### config.mk
export PLATFORM = sky130hd
export DESIGN_NAME = serial_alu_calc
export DESIGN_NICKNAME = d
export VERILOG_FILES = /design/src/rtl/serial_alu_calc.sv
export SDC_FILE = /design/constraint.sdc
export NUM_CORES = 1
export LEC_CHECK = 0
export ABC_AREA = 1
export BUFFER_PORTS_ARGS = -buffer_cell sky130_fd_sc_hd__buf_2
export CORE_MARGIN = 5
export CORE_UTILIZATION = 38
export CTS_CLUSTER_SIZE = 30
export DETAILED_ROUTE_END_ITERATION = 6
export PLACE_DENSITY = 0.55
export SYNTH_ARGS = -nofsm -noshare
export SYNTH_HDL_FRONTEND = slang
export SYNTH_SLANG_ARGS = --single-unit
### constraint.sdc
create_clock -name clk -period 1.7 [get_ports clk]
set_input_delay 0 -clock clk [delete_from_list [all_inputs] [get_ports clk]]
set_output_delay 0 -clock clk [all_outputs]
set_load 0.1 [all_outputs]
### src/rtl/serial_alu_calc.sv
// Bit-serial XOR/NAND/ADD/SUB unit: one result bit per clock, LSB first, with a
// single carry/borrow flop and valid/ready handshakes on both sides.
module serial_alu_calc #(
   parameter int WIDTH = 8
) (
   input  logic             clk,
   input  logic             reset,
   input  logic             in_valid,
   output logic             in_ready,
   input  logic [WIDTH-1:0] a,
   input  logic [WIDTH-1:0] b,
   input  logic [1:0]       op,
   output logic             out_valid,
   input  logic             out_ready,
   output logic [WIDTH-1:0] y,
   output logic             z,
   output logic             v
);

   localparam int CW = (WIDTH > 1) ? $clog2(WIDTH) : 1;
   localparam logic [CW-1:0] CNT_LAST = CW'(WIDTH - 1);

   localparam logic [1:0] OP_XOR  = 2'b00;
   localparam logic [1:0] OP_NAND = 2'b01;
   localparam logic [1:0] OP_ADD  = 2'b10;
   localparam logic [1:0] OP_SUB  = 2'b11;

   typedef enum logic [1:0] {
      S_IDLE = 2'd0,
      S_RUN  = 2'd1,
      S_DONE = 2'd2
   } state_t;

   state_t           r_state;
   logic [WIDTH-1:0] r_a;
   logic [WIDTH-1:0] r_b;
   logic [WIDTH-1:0] r_y;
   logic [1:0]       r_op;
   logic [CW-1:0]    r_cnt;
   logic             r_cy;
   logic             r_z;
   logic             r_v;

   logic w_ai;
   logic w_bi;
   logic w_ri;
   logic w_cy_next;
   logic w_v_msb;

   // Single-bit slice; w_v_msb is only meaningful on the MSB (last RUN) cycle.
   always_comb begin
      w_ai      = r_a[0];
      w_bi      = r_b[0];
      w_ri      = 1'b0;
      w_cy_next = 1'b0;
      w_v_msb   = 1'b0;
      case (r_op)
         OP_XOR:  w_ri = w_ai ^ w_bi;
         OP_NAND: w_ri = ~(w_ai & w_bi);
         OP_ADD: begin
            w_ri      = w_ai ^ w_bi ^ r_cy;
            w_cy_next = (w_ai & w_bi) | (w_ai & r_cy) | (w_bi & r_cy);
            w_v_msb   = (w_ai & w_bi & ~w_ri) | (~w_ai & ~w_bi & w_ri);
         end
         default: begin
            w_ri      = w_ai ^ w_bi ^ r_cy;
            w_cy_next = (~w_ai & w_bi) | (~(w_ai ^ w_bi) & r_cy);
            w_v_msb   = (w_ai & ~w_bi & ~w_ri) | (~w_ai & w_bi & w_ri);
         end
      endcase
   end

   always_ff @(posedge clk) begin
      if (reset) begin
         r_state <= S_IDLE;
         r_a     <= '0;
         r_b     <= '0;
         r_y     <= '0;
         r_op    <= OP_XOR;
         r_cnt   <= '0;
         r_cy    <= 1'b0;
         r_z     <= 1'b0;
         r_v     <= 1'b0;
      end else begin
         case (r_state)
            S_IDLE: begin
               if (in_valid) begin
                  r_a     <= a;
                  r_b     <= b;
                  r_op    <= op;
                  r_cnt   <= '0;
                  r_cy    <= 1'b0;
                  r_state <= S_RUN;
               end
            end
            S_RUN: begin
               r_y   <= {w_ri, r_y[WIDTH-1:1]};
               r_a   <= r_a >> 1;
               r_b   <= r_b >> 1;
               r_cy  <= w_cy_next;
               r_cnt <= r_cnt + 1'b1;
               if (r_cnt == CNT_LAST) begin
                  r_cnt   <= '0;
                  r_z     <= r_op[1] ? w_cy_next : 1'b0;
                  r_v     <= r_op[1] ? w_v_msb : 1'b0;
                  r_state <= S_DONE;
               end
            end
            S_DONE: begin
               if (out_ready) r_state <= S_IDLE;
            end
            default: r_state <= S_IDLE;
         endcase
      end
   end

   assign in_ready  = (r_state == S_IDLE);
   assign out_valid = (r_state == S_DONE);
   assign y         = r_y;
   assign z         = r_z;
   assign v         = r_v;

endmodule

Word-level counts from Yosys, hierarchy flattened
Index checks and enable logic that the tools add are counted.
{ "totals": {"regBits": 34, "latchBits": 0, "ram_bits": 0, "rom_bits": 0, "in_bits": 22, "elab_cells": 67, "mem_count": 0} }
{ "classes": {"addsub": 1, "multipliers": 0, "div_mod_pow": 0, "magnitude_cmp": 0, "eq_ne": 8, "shift": 0, "n_mux": 18, "bitwise": 23, "n_reduce_logical": 8} }
{ "ops": {"columns": ["op", "n"], "rows": [
  ["$pmux W8 S2", 2],
  ["$mux W8", 2],
  ["$and A1 B1 Y1", 11],
  ["$pmux W1 S2", 4],
  ["$mux W2", 3],
  ["$mux W3", 2],
  ["$pmux W2 S3", 1],
  ["$pmux W3 S2", 1],
  ["$reduce_and A2 Y1", 3],
  ["$not A1 Y1", 5],
  ["$or A1 B1 Y1", 5],
  ["$eq A2 B1 Y1 const B", 2],
  ["$eq A2 B2 Y1 const B", 2],
  ["$logic_not A2 Y1", 2],
  ["$ne A2 B2 Y1 const B", 2],
  ["$add A3 B1 Y3 const B", 1],
  ["$eq A3 B3 Y1 const B", 1],
  ["$mux W1", 3],
  ["$reduce_and A3 Y1", 1],
  ["$ne A2 B1 Y1 const B", 1],
  ["$reduce_bool A2 Y1", 1],
  ["$reduce_or A2 Y1", 1],
  ["$xor A1 B1 Y1", 2]
]} }

Logic depth before layout (Yosys ltp)
{ "depth": {"ltp_word": 7, "depth_mapped": 8} }

Worst setup path before layout
Ideal clock, no wire load.
{ "synth_path": {"path_type": "reg-to-reg", "from": "register r_state[1]", "to": "register r_op[1]", "setup_time_ns": 0.122, "arrival_ns": 2.207, "required_ns": 1.578, "path_slack_ns": -0.629, "path_stages_with_launch": 5, "cell_sequence": "dfxtp_1 -> nor2_1 -> nand2_1 -> o21ai_0 -> a21oi_1"} }
{ "synth_via": {"elab_chain_len": 2} }
{ "synth_lines": {"columns": ["element", "line_no", "text"], "rows": [
  ["start: declaration", "34", "state_t r_state;"],
  ["start signal: assignment", "75", "r_state <= S_IDLE;"],
  ["start signal: assignment", "93", "r_state <= S_RUN;"],
  ["start signal: assignment", "106", "r_state <= S_DONE;"],
  ["$logic_not A2 Y1", null, null],
  ["via in_ready", "9", "output logic in_ready,"],
  ["$reduce_and A2 Y1 (no source line)", null, null],
  ["end signal: assignment", "90", "r_op <= op;"],
  ["end: declaration", "38", "logic [1:0] r_op;"]
]} }
The timed path passes the listed nets, and every way through them passes these cells.
A chain may end at the register's enable or synchronous reset.

Worst setup path in the final report
{ "layout_path": {"from": "register r_a[0]", "to": "register r_v, in the netlist v"} }
{ "layout_via": {"elab_chain_len": 7} }
{ "layout_lines": {"columns": ["element", "line_no", "text"], "rows": [
  ["start: declaration", "35", "logic [WIDTH-1:0] r_a;"],
  ["start signal: assignment", "98", "r_a <= r_a >> 1;"],
  ["$xor A1 B1 Y1 (2 in series)", "61, 66", null],
  ["$not A1 Y1", "63, 68", null],
  ["$and A1 B1 Y1, on equally long branches", "68, 63", null],
  ["$or A1 B1 Y1, on equally long branches", "68, 63", null],
  ["$pmux W1 S2 (*)", "57", "case (r_op)"],
  ["$mux W1 (*)", "105", "r_v <= r_op[1] ? w_v_msb : 1'b0;"],
  ["end signal: assignment", "105", null],
  ["end: declaration", "42", "logic r_v;"]
]} }
Every way passes the cells marked *; elsewhere a longest branch is shown, timed or not.

==> reports/qor.txt <==
Total of max-cap violations = 0
Worst path bufs/invs = 3
Worst VDD drop = 0.549 mV
Post-synthesis net count = 278
Setup violators final = 0
Worst-Skew Late Latency = 290 ps
First-pass GRT wire length = 6110 microns
GPL Wtd Cong = 0.717
Final net count = 316
Internal cell power = 0.00132 W
Min Tclk post-route = 1490 ps
Switching share of power = 32.8%
Vias = 1528
Power, Total = 0.00196 W
Worst path depth = 8
F_max = 671 MHz
Worst path max stage delay = 510 ps
Placed cells = 327
Post-synth top cells = nand2_1, nor2_1, dfxtp_1
Initial DRC Count = 80
Mapped Cells = 248
Ys async rst share = 0%
Core ar. = 0.00429 sq mm
Number of global-route vias before repair = 1396
Initial antenna violation count = 0
Post-synth cell types = 19
DRT Pass-1 Iters = 4
Layout Cells excl Fill = 339
Logic pwr share = 23.0%
Ratio of final minimum period to clock period = 87.7%
FF-to-FF Start = r_a[0]
DR vias/cell = 4.51
Syn-to-layout area delta = 22.0%
Synthesized area = 0.00166 sq mm
Hold path startpoint = op[1]
TritonCTS clock tree = built
DIE HEIGHT = 76.2 microns
Clk_skew = 4.11 ps
Routed WL = 3530 microns
Yosys warns = 0
Flop pwr share = 45.4%
Cell breakdown of the critical path = inv_1 > fa_1 > inv_1 > nand2_1 > nand3_1 > nand3_1 > nand2_1 > inv_1
H-tree Lvls = 2
Detail Route Antenna Nets = 0
Syn Area/Cell = 6.71 sq um
Initial Util = 38.8%
Slew margin rel. = 67.2%
Worst EP required = 1890 ps
Clock root cell = clkbuf_8
Number of synthesized flops with an enable pin = 0
Outcome = finished, final reports clean
Critical path launch point = r_a[0]
R2r setup slk = 210 ps
Most used DFF post-synth = dfxtp_1
Core Rows = 24
Post-CTS Setup Bufs = 0
Global-route usage over all layers = 12.6%
Critical path peak fanout = 5
CTS Sinks = 34
Pwr dens = 968 mW/mm^2
Leakage = 1.01 nW
N_diodes = 0
Worst min-delay path category = in2reg
Largest net degree at the start of global routing = 29
# DRC = 0
Number of buffers created by CTS = 5
Hold Vio Cnt, Final = 0
Register area share after synthesis = 40.9%
Worst R2R End = v
Sw power = 0.000645 W
R2r worst-path depth = 8
Slew Limit Fails = 0
Cell mode on critical path = inv_1
Worst Path Arrival = 1680 ps
Clk buf depth = 2
Finished Core Util = 47.3%
Critical path class = reg2reg
Clock transition at path regs = 70 ps
Die area = 0.00580 sq mm
Synth Register Bits = 34
Worst path slowest cell = fa_1
Clock Power Share = 31.6%
CP Launch Type = flop
Area leader, netlist = dfxtp_1
Worst setup EP type = flop
Setup_tns = 0 ps
Crit path capture = v
PortBufs = 33
Share of layout cells above drive strength 1 = 17.4%
Count leader, synth = nand2_1
Top delay family on crit path = adder cells
IO Pins = 34
Grt total ovfl = 0
Slew at the pin closest to its max-slew limit = 496 ps
Unrepaired setup endpoints after global routing = false
Die width = 76.2 microns
Post-DP HPWL = 2520 microns
Drt wl/cell = 10.4 microns
Synth top area share = 40.9%
Synth area leaders = dfxtp_1, nand2_1, nor2_1
-- final cells by class --
class                           count  area (sq um)
Fill cell                         461          2260
Tap cell                           52          65.1
Inverter                           31           116
Timing Repair Buffer               41           260
Clock buffer                        7          86.3
Multi-Input combinational cell    173           816
Sequential cell                    34           681
Clock inverter                      1          5.00
-- flip-flops by register name, indices dropped and copies added (netlist names) --
| register | count |
|---|---|
| r_a | 8 |
| r_b | 8 |
| y | 8 |
| r_cnt | 3 |
| r_op | 2 |
| r_state | 2 |
| r_cy | 1 |
| v | 1 |
| z | 1 |
-- layout by cell type (no fill, tap or decap) --
| cell | count |
|---|---|
| fa_1 | 2 |
| o21ai_0 | 23 |
| buf_4 | 2 |
| clkbuf_1 | 1 |
| clkinv_2 | 1 |
| dlygate4sd3_1 | 4 |
| nor2_2 | 1 |
| nand2_2 | 1 |
| o21ai_2 | 1 |
| nand3_1 | 4 |
| nor2_1 | 49 |
| nor2_4 | 2 |
| inv_1 | 30 |
| nand3b_1 | 1 |
| buf_2 | 33 |
| o211ai_1 | 1 |
| nand2_1 | 70 |
| clkbuf_8 | 6 |
| buf_12 | 2 |
| inv_2 | 1 |
| dfxtp_1 | 34 |
| ha_1 | 6 |
| a21oi_1 | 12 |
-- repair_timing --
item | in CTS | in global routing
hold buffers | 4 | 0
setup endpoints to repair | 0 | 0
hold endpoints to repair | 4 | 0
gates resized for setup | 0 | 0
-- logic make-up after synthesis --
| kind of cell | count (synthesis) | share of synthesized area [%] |
|---|---|---|
| flops | 34 | 40.9 |
| compound gates | 37 | 11.5 |
| fa+ha+maj | 8 | 6.92 |
| buf+inv | 41 | 10.7 |
| simple gates | 128 | 30.0 |
-- metal layers --
metal | up-vias | wire (microns) | part of all wire [%] | GRT usage, %
li1 | 828 | - | - | -
met1 | 672 | 1650 | 47 | 15.6
met2 | 22 | 1650 | 47 | 20.2
met3 | 6 | 184 | 5.2 | 4.85
met4 | 0 | 46 | 1.3 | 3.67
met5 | - | 0 | 0 | 0
-- worst register-to-register path, stage by stage, from the launching register on --
cell     delay, ps
dfxtp_1        360
inv_1          130
fa_1           510
inv_1          100
nand2_1         60
nand3_1         70
nand3_1         70
nand2_1         60
inv_1           30
-- metrics by stage --
stage / instance area [sq um] / setup slack (ps) / hold WS (ps)
2_1_floorplan: 1670 / 77.9 / 143
3_3_place_gp: 1900 / 258 / 265
3_5_place_dp: 1900 / 216 / 268
4_1_cts: 2030 / 201 / 5.44
5_1_grt: 2030 / 83.3 / 20.6
6_report: 2030 / 209 / 10.3
-- worst min-delay path by stage --
stage                   end  cells after the start  slack (ps)
floorplan            r_a[7]                      2         140
global placement     r_b[7]                      3         260
detailed placement   r_a[7]                      3         270
CTS                 r_op[1]                      3           5
global route         r_b[7]                      2          20
finish              r_op[1]                      3          10
-- power by group through the flow --
stage	clock [W]	combinational, W	sequential [W]
floorplan	0	0.000235	0.00102
global placement	0	0.000449	0.000910
detailed placement	0	0.000449	0.000910
CTS	0.000638	0.000458	0.000892
global route	0.000674	0.000508	0.000900
finish	0.000620	0.000452	0.000892
Note: power is estimated with default switching activity, not from simulation.
